**config.mk**
```make
export PLATFORM = sky130hd
export DESIGN_NAME = button_conditioner
export DESIGN_NICKNAME = d
export VERILOG_FILES = /design/src/rtl/button_conditioner_pkg.sv /design/src/rtl/button_conditioner_btn_channel.sv /design/src/rtl/button_conditioner.sv
export SDC_FILE = /design/constraint.sdc
export NUM_CORES = 1
export LEC_CHECK = 0
export CAP_MARGIN = 20
export CORE_MARGIN = 2
export CORE_UTILIZATION = 67
export CTS_BUF_LIST = sky130_fd_sc_hd__clkbuf_16
export DETAILED_ROUTE_END_ITERATION = 8
export GPL_ROUTABILITY_DRIVEN = 0
export PLACE_DENSITY_LB_ADDON = 0.08
export SYNTH_ARGS = -nofsm -noshare
export SYNTH_HDL_FRONTEND = slang
export SYNTH_SLANG_ARGS = --single-unit
```
**constraint.sdc**
```tcl
create_clock -name clk -period 4.9 [get_ports clk]
set_input_delay 0.98 -clock clk [delete_from_list [all_inputs] [get_ports clk]]
set_output_delay 0.98 -clock clk [all_outputs]
set_load 0.01 [all_outputs]
```
**src/rtl/button_conditioner_pkg.sv**
```systemverilog
// Shared types and constants for the button conditioner: channel FSM states
// and the board's button channel indices.
package button_conditioner_pkg;

    typedef enum logic [1:0] {
        IDLE         = 2'd0,
        PRESS_WAIT   = 2'd1,
        HELD         = 2'd2,
        RELEASE_WAIT = 2'd3
    } btnState_e;

    localparam int unsigned BTN_RESET = 0;
    localparam int unsigned BTN_RUN   = 1;
    localparam int unsigned BTN_WATER = 2;
    localparam int unsigned BTN_OPEN  = 3;
    localparam int unsigned BTN_CLICK = 4;
    localparam int unsigned BTN_COUNT = 5;

endpackage

```
**src/rtl/button_conditioner_btn_channel.sv**
```systemverilog
// One button channel: input synchronizer, debounce FSM with press/release
// acceptance, and a saturating long-press counter.
module btn_channel
    import button_conditioner_pkg::*;
#(
    parameter int unsigned SYNC_STAGES = 2,
    parameter int unsigned DEB_CYCLES  = 20000,
    parameter int unsigned LONG_CYCLES = 2000000
) (
    input  logic clk,
    input  logic rst_n,
    input  logic rawBtn,
    input  logic lockMask,
    output logic btnLevel,
    output logic pressPulse,
    output logic releasePulse,
    output logic longPulse
);

    localparam int unsigned DEB_W  = $clog2(DEB_CYCLES);
    localparam int unsigned LONG_W = $clog2(LONG_CYCLES);
    localparam logic [DEB_W-1:0]  DEB_LAST  = DEB_W'(DEB_CYCLES - 1);
    localparam logic [LONG_W-1:0] LONG_LAST = LONG_W'(LONG_CYCLES - 1);
    localparam logic [LONG_W-1:0] LONG_FIRE = LONG_W'(LONG_CYCLES - 2);

    logic [SYNC_STAGES-1:0] syncQ;
    logic                   s;

    btnState_e          state, stateNext;
    logic [DEB_W-1:0]   debCnt, debCntNext;
    logic [LONG_W-1:0]  longCnt, longCntNext;

    logic pressSet, releaseSet, longSet, levelSet;
    logic pressQ, releaseQ, longQ, levelQ;

    // Metastability synchronizer; only the last stage feeds logic.
    always_ff @(posedge clk or negedge rst_n) begin
        if (!rst_n) begin
            syncQ <= '0;
        end else begin
            syncQ <= {syncQ[SYNC_STAGES-2:0], rawBtn};
        end
    end

    assign s = syncQ[SYNC_STAGES-1];

    always_ff @(posedge clk or negedge rst_n) begin
        if (!rst_n) begin
            state   <= IDLE;
            debCnt  <= '0;
            longCnt <= '0;
        end else begin
            state   <= stateNext;
            debCnt  <= debCntNext;
            longCnt <= longCntNext;
        end
    end

    always_comb begin
        stateNext   = state;
        debCntNext  = debCnt;
        longCntNext = longCnt;
        unique case (state)
            IDLE: begin
                if (s) begin
                    stateNext   = PRESS_WAIT;
                    debCntNext  = '0;
                    longCntNext = '0;
                end
            end
            PRESS_WAIT: begin
                if (!s) begin
                    stateNext = IDLE;
                end else if (debCnt == DEB_LAST) begin
                    stateNext = HELD;
                end else begin
                    debCntNext = debCnt + DEB_W'(1);
                end
            end
            HELD: begin
                if (longCnt != LONG_LAST) begin
                    longCntNext = longCnt + LONG_W'(1);
                end
                if (!s) begin
                    stateNext  = RELEASE_WAIT;
                    debCntNext = '0;
                end
            end
            RELEASE_WAIT: begin
                // Bounce back high resumes the hold with the long count intact.
                if (s) begin
                    stateNext = HELD;
                end else if (debCnt == DEB_LAST) begin
                    stateNext = IDLE;
                end else begin
                    debCntNext = debCnt + DEB_W'(1);
                end
            end
            default: stateNext = IDLE;
        endcase
    end

    always_comb begin
        pressSet   = 1'b0;
        releaseSet = 1'b0;
        longSet    = 1'b0;
        levelSet   = (stateNext == HELD) || (stateNext == RELEASE_WAIT);
        if (state == PRESS_WAIT && s && debCnt == DEB_LAST) begin
            pressSet = 1'b1;
        end
        if (state == RELEASE_WAIT && !s && debCnt == DEB_LAST) begin
            releaseSet = 1'b1;
        end
        if (state == HELD && longCnt == LONG_FIRE) begin
            longSet = 1'b1;
        end
    end

    always_ff @(posedge clk or negedge rst_n) begin
        if (!rst_n) begin
            pressQ   <= 1'b0;
            releaseQ <= 1'b0;
            longQ    <= 1'b0;
            levelQ   <= 1'b0;
        end else begin
            pressQ   <= pressSet;
            releaseQ <= releaseSet;
            longQ    <= longSet;
            levelQ   <= levelSet;
        end
    end

    // Lock gates the registered pulses directly so a mask change applies in the same cycle.
    assign btnLevel     = levelQ;
    assign releasePulse = releaseQ;
    assign pressPulse   = pressQ & ~lockMask;
    assign longPulse    = longQ & ~lockMask;

endmodule

```
**src/rtl/button_conditioner.sv**
```systemverilog
// Conditions N_BTN asynchronous push buttons into debounced levels and
// press/release/long-press pulses, one independent channel per button.
module button_conditioner
    import button_conditioner_pkg::*;
#(
    parameter int unsigned N_BTN       = BTN_COUNT,
    parameter int unsigned SYNC_STAGES = 2,
    parameter int unsigned DEB_CYCLES  = 20000,
    parameter int unsigned LONG_CYCLES = 2000000
) (
    input  logic             clk,
    input  logic             rst_n,
    input  logic [N_BTN-1:0] raw_btn,
    input  logic [N_BTN-1:0] lock_mask,
    output logic [N_BTN-1:0] btn_level,
    output logic [N_BTN-1:0] press_pulse,
    output logic [N_BTN-1:0] release_pulse,
    output logic [N_BTN-1:0] long_pulse,
    output logic             any_press
);

    for (genvar gi = 0; gi < N_BTN; gi++) begin : gChannel
        btn_channel #(
            .SYNC_STAGES (SYNC_STAGES),
            .DEB_CYCLES  (DEB_CYCLES),
            .LONG_CYCLES (LONG_CYCLES)
        ) uChannel (
            .clk          (clk),
            .rst_n        (rst_n),
            .rawBtn       (raw_btn[gi]),
            .lockMask     (lock_mask[gi]),
            .btnLevel     (btn_level[gi]),
            .pressPulse   (press_pulse[gi]),
            .releasePulse (release_pulse[gi]),
            .longPulse    (long_pulse[gi])
        );
    end

    assign any_press = |press_pulse;

endmodule
```
======== Yosys cells after proc, flatten, opt, wreduce, memory -nomap -nowiden ========
Cells that the tools add are included.
word-level totals
  register bits after elaboration ......... 220
  latch bits .............................. 0
  RAM bits ................................ 0
  memory bits (read-only) ................. 0
  input port bits ......................... 12
  word-level logic and storage cells ...... 281
  memories ................................ 0
operators by class
  add/sub/neg operators ................... 10
  multiply operators ...................... 0
  div/mod/pow operators ................... 0
  magnitude comparators ................... 0
  equal/unequal tests ..................... 65
  shift operators ......................... 0
  mux-type cells .......................... 95
  bitwise operators ....................... 15
  reduce and logical (&&, ||, !) cells .... 56
operators with widths
  operator                 count
  $mux W15                 25
  $pmux W15 S4             5
  $mux W21                 10
  $pmux W21 S2             5
  $add A21 B1 Y21 const B  5
  $eq A21 B21 Y1 const B   5
  $ne A21 B21 Y1 const B   5
  $add A15 B1 Y15 const B  5
  $eq A15 B15 Y1 const B   5
  $mux W2                  30
  $eq A2 B2 Y1 const B     20
  $pmux W2 S4              5
  $ne A2 B1 Y1 const B     15
  $logic_and A1 B1 Y1      25
  $ne A2 B2 Y1 const B     10
  $reduce_and A4 Y1        5
  $mux W1                  15
  $reduce_and A3 Y1        5
  $and A1 B1 Y1            10
  $eq A2 B1 Y1 const B     5
  $logic_not A2 Y1         5
  $reduce_bool A2 Y1       5
  $logic_not A1 Y1         5
  $logic_or A1 B1 Y1       5
  2 further kinds          6

======== Longest topological paths before layout ========
Gate-level depths: netlist (run 1).
  word-level depth ........................ 6
  mapped depth ............................ 9
  gate-level depth less buffers ........... 6

======== Hierarchy ========
Synthesis (run 1) repeated with hierarchy kept, for this count alone.
unflattened totals
  cells, all modules ...................... 1209
  area, all modules ....................... 11713.7 µm²
by module, submodules not included
  module                                   instances  cells each  area an instance (µm²)  sequential area each (µm²)
  btn_channel at gChannel[0].uChannel ...  4          235         2306.0                  1076.0
  btn_channel at gChannel[4].uChannel      1          266         2477.4                  1101.1
  button_conditioner                       1          3           12.5                    0.0

======== Worst setup path before layout (run 1) ========
Ideal clock, no wire load.
  kind .................................... input to output
  start ................................... input lock_mask[2]
  end ..................................... output any_press
  arrival time ............................ 1.288 ns
  required time ........................... 3.920 ns
  setup slack ............................. 2.632 ns
  stages on the path ...................... 3
  buffers on the path ..................... 0
  cells stage by stage .................... nor2b_1 > nor3_1 > nand2_1
between the ends
  word-level cells in the longest chain between the ends .. 3
ends and longest elaborated chain
  element           RTL line                               RTL
  from (decl)       button_conditioner.sv:14               input logic [N_BTN-1:0] lock_mask,
  $not A1 Y1        button_conditioner_btn_channel.sv:136  assign pressPulse = pressQ & ~lockMask;
  $and A1 B1 Y1     button_conditioner_btn_channel.sv:136
  $reduce_or A5 Y1  button_conditioner.sv:39               assign any_press = |press_pulse;
  to (decl)         button_conditioner.sv:19               output logic any_press
Every way passes these cells.

======== Worst setup path after layout (run 1) ========
  start ................................... input lock_mask[3]
  end ..................................... output any_press
The elaborated chain is that of the path after synthesis.

==> flow_metrics.tcl, run 1 <==
set metrics [dict create \
    drive_gt1_share_pct 6.76 \
    fin_setup_tns_ns 0 \
    fill_cells 1205 \
    irDropWorstVdd_mv 0.347 \
    worstPathMaxFanout 2 \
    setup_ws_pre_cts_ns 1.42 \
    synth_top_flop_cell "sky130_fd_sc_hd__dfrtp_1" \
    synth_top_area_share_pct 48.1 \
    cts_max_level 1 \
    timing.hold.ws_ns 0.347 \
    first_global_vias 8646 \
    multi_input_area_um2 5470 \
    clock-skew-final_ns 0.00680 \
    clk_pin_slew_worst_paths_ns 0.06 \
    cts_root_buffer "sky130_fd_sc_hd__clkbuf_16" \
    place.detailed.hpwl_um 14600 \
    routed-via-count 8888 \
    relSlewSlack_pct 30.7 \
    yosys_warnings 0 \
    synthToLayoutAreaGrowth_pct 10.0 \
    synth-async-reset-ratio_pct 100 \
    timing.hold.worst.class "reg2reg" \
    syn-instance-count 1210 \
    numCtsBuffers 24 \
    syn_area_um2 11400 \
    initial_core_util_pct 68.7 \
    timing_worst_slew_pin_value_ns 1.03 \
    drt_pre_antenna_iters 5 \
    die_boundary_height_um 135 \
    synth_seq_area_share_pct 48.1 \
    post_cts_hold_buffer_count 0 \
    static-leakage-power_uw 0.00543 \
    slew_violations 0 \
    setup_viol 0 \
    power_density_nw_per_um2 303 \
    clock-sinks 220 \
    syn_area_per_cell_um2 9.45 \
    post_drt_via_cell_ratio 6.08 \
    total_power_consumption_uw 3820 \
    fin_nets 1253 \
    drt_wl_total_um 22600 \
    grt_remaining_overflow 0 \
    type_of_origin_of_the_critical_path "primary input" \
    period_minus_slack_ns 3.49 \
    postSynthRegisterBits 220 \
    number_of_drc_markers_in_iteration_0 573 \
    synth_top_cell_by_area "sky130_fd_sc_hd__dfrtp_1" \
    core_area_um2 16600 \
    netlist_top_cells_area "sky130_fd_sc_hd__dfrtp_1 (48%), sky130_fd_sc_hd__nor2_1 (4.3%), sky130_fd_sc_hd__xor2_1 (4.1%)" \
    initial_antenna_violation_count 0 \
    pin_count_of_the_biggest_net_entering_global_routing 134 \
    worstSetupPathType "in2out" \
    tritoncts "done" \
    synth-edff-count 0 \
    cts_resized 0 \
    layout_worst_path_cycle_share_pct 71.3 \
    worst_setup_path_end_kind "primary output" \
    die-area_um2 18100 \
    sequential_cell_area_um2 5510 \
    timing.fmax_mhz 286 \
    final_design_utilization_pct 75.6 \
    yosysUniqueCellTypes 57 \
    diodes 0 \
    boundaryPins 33 \
    crit_arrival_ns 2.51 \
    hold_viol 0 \
    grt_pass1_wl_um 39000 \
    maxCapViolations 0 \
    die-width_um 135 \
    cts.path.max_buffers 3 \
    floorplan.rows 47 \
    gr-usage-all-layers_pct 25.5 \
    detail_route.wl_per_cell_um 15.4 \
    post-route-worst-setup-slack_ns 1.41 \
    run_status "complete, no violations" \
    data_required_time_of_the_critical_path_ns 3.92 \
    rsz0062_at_grt "false" \
    syn-num-nets 1237 \
    drt_drc_violations_left 0 \
    ant_nets 0 \
    number_of_setup_buffers_added_after_cts 0 \
    clk-insertion-delay-late_ns 0.51 \
    placement.io_buffers 32 \
]
[worst max-delay path, stage by stage]
cell	delay, ns
sky130_fd_sc_hd__clkdlybuf4s50_1	0.48
sky130_fd_sc_hd__nor2b_1	0.10
sky130_fd_sc_hd__nor3_1	0.37
sky130_fd_sc_hd__nand2_1	0.10
sky130_fd_sc_hd__clkdlybuf4s50_1	0.48
[synthesized netlist by cell type (15+ instances only)]
cell type	count
sky130_fd_sc_hd__nand2b_1	18
sky130_fd_sc_hd__buf_4	23
sky130_fd_sc_hd__nor2_1	131
sky130_fd_sc_hd__xor2_1	54
sky130_fd_sc_hd__or4_1	17
sky130_fd_sc_hd__nor2b_1	17
sky130_fd_sc_hd__dfrtp_1	220
sky130_fd_sc_hd__inv_1	33
sky130_fd_sc_hd__a22o_1	18
sky130_fd_sc_hd__ha_1	15
sky130_fd_sc_hd__nand4_1	36
sky130_fd_sc_hd__nor3_1	33
sky130_fd_sc_hd__and3_1	20
sky130_fd_sc_hd__nand3_1	82
sky130_fd_sc_hd__xnor2_1	29
sky130_fd_sc_hd__and4_1	16
sky130_fd_sc_hd__or3_1	26
sky130_fd_sc_hd__nor4_1	25
sky130_fd_sc_hd__o21ai_0	63
sky130_fd_sc_hd__nand2_1	120
sky130_fd_sc_hd__clkbuf_1	30
sky130_fd_sc_hd__a21oi_1	31
[logic make-up after synthesis]
| logic type | Yosys count | synth area share, % |
|---|---|---|
| mux | 25 | 2.34 |
| buf+inv | 92 | 4.04 |
| compound gates | 166 | 9.15 |
| xor+xnor | 83 | 6.36 |
| fa+ha+maj | 15 | 1.64 |
| flops | 220 | 48.1 |
| simple gates | 609 | 28.3 |
[sequential cells by signal, indices dropped and copies added (netlist names)]
register                        count
gChannel.uChannel.releasePulse      5
gChannel.uChannel.longQ             5
gChannel.uChannel.btnLevel          5
gChannel.uChannel.state            10
gChannel.uChannel.syncQ            10
gChannel.uChannel.longCnt         105
gChannel.uChannel.pressQ            5
gChannel.uChannel.debCnt           75
[path summary, 6_finish.rpt]
check,startpoint,to,slack (ns),cells past startpoint
max,lock_mask[3],any_press,1.41,5
min,gChannel[4].uChannel.syncQ[0]$_DFF_PN0_,gChannel[4].uChannel.syncQ[1]$_DFF_PN0_,0.35,0
max reg2reg,gChannel[0].uChannel.state[0]$_DFF_PN0_,gChannel[0].uChannel.longCnt[15]$_DFFE_PN0P_,2.53,5
min reg2reg,gChannel[4].uChannel.syncQ[0]$_DFF_PN0_,gChannel[4].uChannel.syncQ[1]$_DFF_PN0_,0.35,0
max in group asynchronous,rst_n,gChannel[4].uChannel.debCnt[3]$_DFFE_PN0P_,3.27,2
min in group asynchronous,rst_n,gChannel[1].uChannel.debCnt[11]$_DFFE_PN0P_,0.55,1
[per-layer routing]
metal	GRT usage [%]	wire length (um)	part of all wire, %
met1	35.1	10400	46
met2	43.4	10900	48
met3	3.23	751	3.3
met4	6.73	468	2.1
met5	0	0	0
[final cells by class]
type | count | area share, %
inverter | 33 | 0.984
timing repair buffer | 49 | 3.54
tap | 220 | 2.19
clock buffer | 25 | 4.97
clock inverter | 18 | 1.10
multi-input combinational | 898 | 43.5
sequential | 220 | 43.8
[cells in the final DEF (no fill, tap or decap), drive strengths merged, types with 19 or more instances in the layout]
master and n:
a21oi 31, and3 20, clkbuf 26, clkdlybuf4s50 31, dfrtp 220, inv 35
nand2 121, nand2b 19, nand3 82, nand4 36, nor2 131, nor3 34
nor4 25, o21ai 64, or3 26, xnor2 29, xor2 54
[stage by stage]
step                      area (um^2)  cells
after floorplan                 11400   1210
after global placement          11800   1416
after detailed placement        11800   1416
after CTS                       12600   1459
after global routing            12600   1463
final                           12600   1463
[where the power goes]
| part | leakage, uW | switching, uW | internal, uW |
|---|---|---|---|
| Combinational | 0.00203 | 108 | 61.5 |
| Sequential | 0.00303 | 58.9 | 1860 |
| Clock | 0.000379 | 706 | 1030 |
Power figures use the tool's default switching activity.
==> run 2, diff against run 1 <==
- CORE_UTILIZATION: 67 -> 56
- clock period: 4.9 -> 2.8 ns (I/O delays scaled with it)
==> flow_metrics.tcl, run 2 (synthesized netlist as in run 1, its figures left out) <==
set metrics [dict create \
    number_of_drc_markers_in_iteration_0 392 \
    placement.io_buffers 32 \
    crit_arrival_ns 2.02 \
    data_required_time_of_the_critical_path_ns 2.24 \
    first_global_vias 8525 \
    initial_core_util_pct 56.7 \
    cts_root_buffer "sky130_fd_sc_hd__clkbuf_16" \
    core_area_um2 20200 \
    globalRouteMet3Util_pct 2.73 \
    fin_setup_tns_ns 0 \
    drt_wl_total_um 22000 \
    slew_violations 0 \
    post-route-worst-setup-slack_ns 0.217 \
    post_cts_hold_buffer_count 0 \
    drive_gt1_share_pct 7.95 \
    boundaryPins 33 \
    drt_pre_antenna_iters 4 \
    clock-sinks 220 \
    drt_drc_violations_left 0 \
    type_of_origin_of_the_critical_path "primary input" \
    fin_nets 1268 \
    static-leakage-power_uw 0.00557 \
    pin_count_of_the_biggest_net_entering_global_routing 77 \
    largest-register "gChannel.uChannel.longCnt" \
    clock-skew-final_ns 0.0116 \
    maxCapViolations 0 \
    gr-usage-all-layers_pct 21.5 \
    worst_setup_path_end_kind "primary output" \
    detail_route.wl_per_cell_um 14.4 \
    layout_worst_path_cycle_share_pct 92.2 \
    tritoncts "done" \
    die_boundary_height_um 147 \
    largest_register_ffs 105 \
    largestRegisters "gChannel.uChannel.longCnt: 105 flops, gChannel.uChannel.debCnt: 75 flops" \
    numCtsBuffers 25 \
    irDropWorstVdd_mv 0.431 \
    grt_util_met1_pct 30.3 \
    die-width_um 147 \
    worstPathMaxFanout 2 \
    die-area_um2 21600 \
    place_area_um2 12000 \
    timing.fmax_mhz 387 \
    most-common-layout-cells "sky130_fd_sc_hd__dfrtp_1 (220), sky130_fd_sc_hd__nor2_1 (131), sky130_fd_sc_hd__nand2_1 (120), sky130_fd_sc_hd__nand3_1 (82), sky130_fd_sc_hd__o21ai_0 (63)" \
    number_of_setup_buffers_added_after_cts 0 \
    cts_resized 0 \
    routed-via-count 8675 \
    place.detailed.hpwl_um 14800 \
    diodes 0 \
    clk-insertion-delay-late_ns 0.51 \
    grt_remaining_overflow 0 \
    relSlewSlack_pct 50.8 \
    timing.hold.ws_ns 0.00989 \
    groute.layer.met2.usage_pct 35.8 \
    timing.hold.worst.class "in2async" \
    period_minus_slack_ns 2.58 \
    cts_max_level 1 \
    postLayoutCellArea_um2 12900 \
    grt_pass1_wl_um 39900 \
    cts.path.max_buffers 3 \
    run_status "complete, no violations" \
    setup_viol 0 \
    worstSetupPathType "in2out" \
    rsz0062_at_grt "false" \
    initial_antenna_violation_count 0 \
    gr-max-usage-layer "met2" \
    timing_worst_slew_pin_value_ns 0.731 \
    ant_nets 0 \
    synthToLayoutAreaGrowth_pct 12.6 \
    hold_viol 0 \
    mostFrequentLayoutCell "sky130_fd_sc_hd__dfrtp_1" \
    clk_pin_slew_worst_paths_ns 0.06 \
    setup_ws_pre_cts_ns 0.209 \
    post_drt_via_cell_ratio 5.68 \
    power_density_nw_per_um2 549 \
    floorplan.rows 52 \
]
-- run 2: through the flow --
step / utilization, % / instances / total power [uW]
2_1_floorplan: - / 1210 / 3560
3_3_place_gp: 59.6 / 1484 / 3710
3_5_place_dp: 59.6 / 1484 / 3720
4_1_cts: 63.9 / 1528 / 7180
5_1_grt: 63.9 / 1528 / 7380
6_report: 63.9 / 1528 / 7070
-- run 2: worst max-delay path, cell delays in order --
cell and delay, ns:
sky130_fd_sc_hd__clkdlybuf4s50_1 0.43, sky130_fd_sc_hd__nor2b_1 0.27, sky130_fd_sc_hd__nor3_1 0.11, sky130_fd_sc_hd__nand2_1 0.11
sky130_fd_sc_hd__clkdlybuf4s50_1 0.55
-- run 2: layout make-up --
cell class | instances | area [um^2]
Fill cell | 1698 | 7290
Sequential cell | 220 | 5510
Multi-Input combinational cell | 898 | 5470
Clock buffer | 25 | 626
Timing Repair Buffer | 63 | 583
Tap cell | 270 | 338
Clock inverter | 19 | 238
Inverter | 33 | 124
-- run 2: worst paths after layout --
kind	endpoint	cells after the start	slack [ns]	startpoint
setup / recovery	any_press	5	0.22	lock_mask[2]
hold / removal	gChannel[1].uChannel.debCnt[1]$_DFFE_PN0P_	1	0.01	rst_n
setup reg to reg	gChannel[4].uChannel.debCnt[1]$_DFFE_PN0P_	4	0.51	gChannel[4].uChannel.debCnt[6]$_DFFE_PN0P_
hold reg to reg	gChannel[4].uChannel.syncQ[1]$_DFF_PN0_	0	0.35	gChannel[4].uChannel.syncQ[0]$_DFF_PN0_
max in group asynchronous	gChannel[0].uChannel.debCnt[14]$_DFFE_PN0P_	2	2.05	rst_n
min in group clk	gChannel[4].uChannel.syncQ[1]$_DFF_PN0_	0	0.35	gChannel[4].uChannel.syncQ[0]$_DFF_PN0_
-- run 2: power by group --
part | internal, uW | switching (uW) | total (uW)
clock network | 2170 | 1250 | 3420
registers | 3250 | 101 | 3350
logic | 117 | 189 | 306
total | 5530 | 1540 | 7070
-- run 2: routing by layer --
| layer | routed length (um) | up-vias |
|---|---|---|
| li1 | - | 4371 |
| met1 | 10700 | 4186 |
| met2 | 10300 | 87 |
| met3 | 642 | 31 |
| met4 | 334 | 0 |
| met5 | 0 | - |
==> run 3, diff against run 2 <==
- SLEW_MARGIN: unset -> 10
==> results of run 3 <==
Final layout, timing and power as in run 2 (identical DEF).
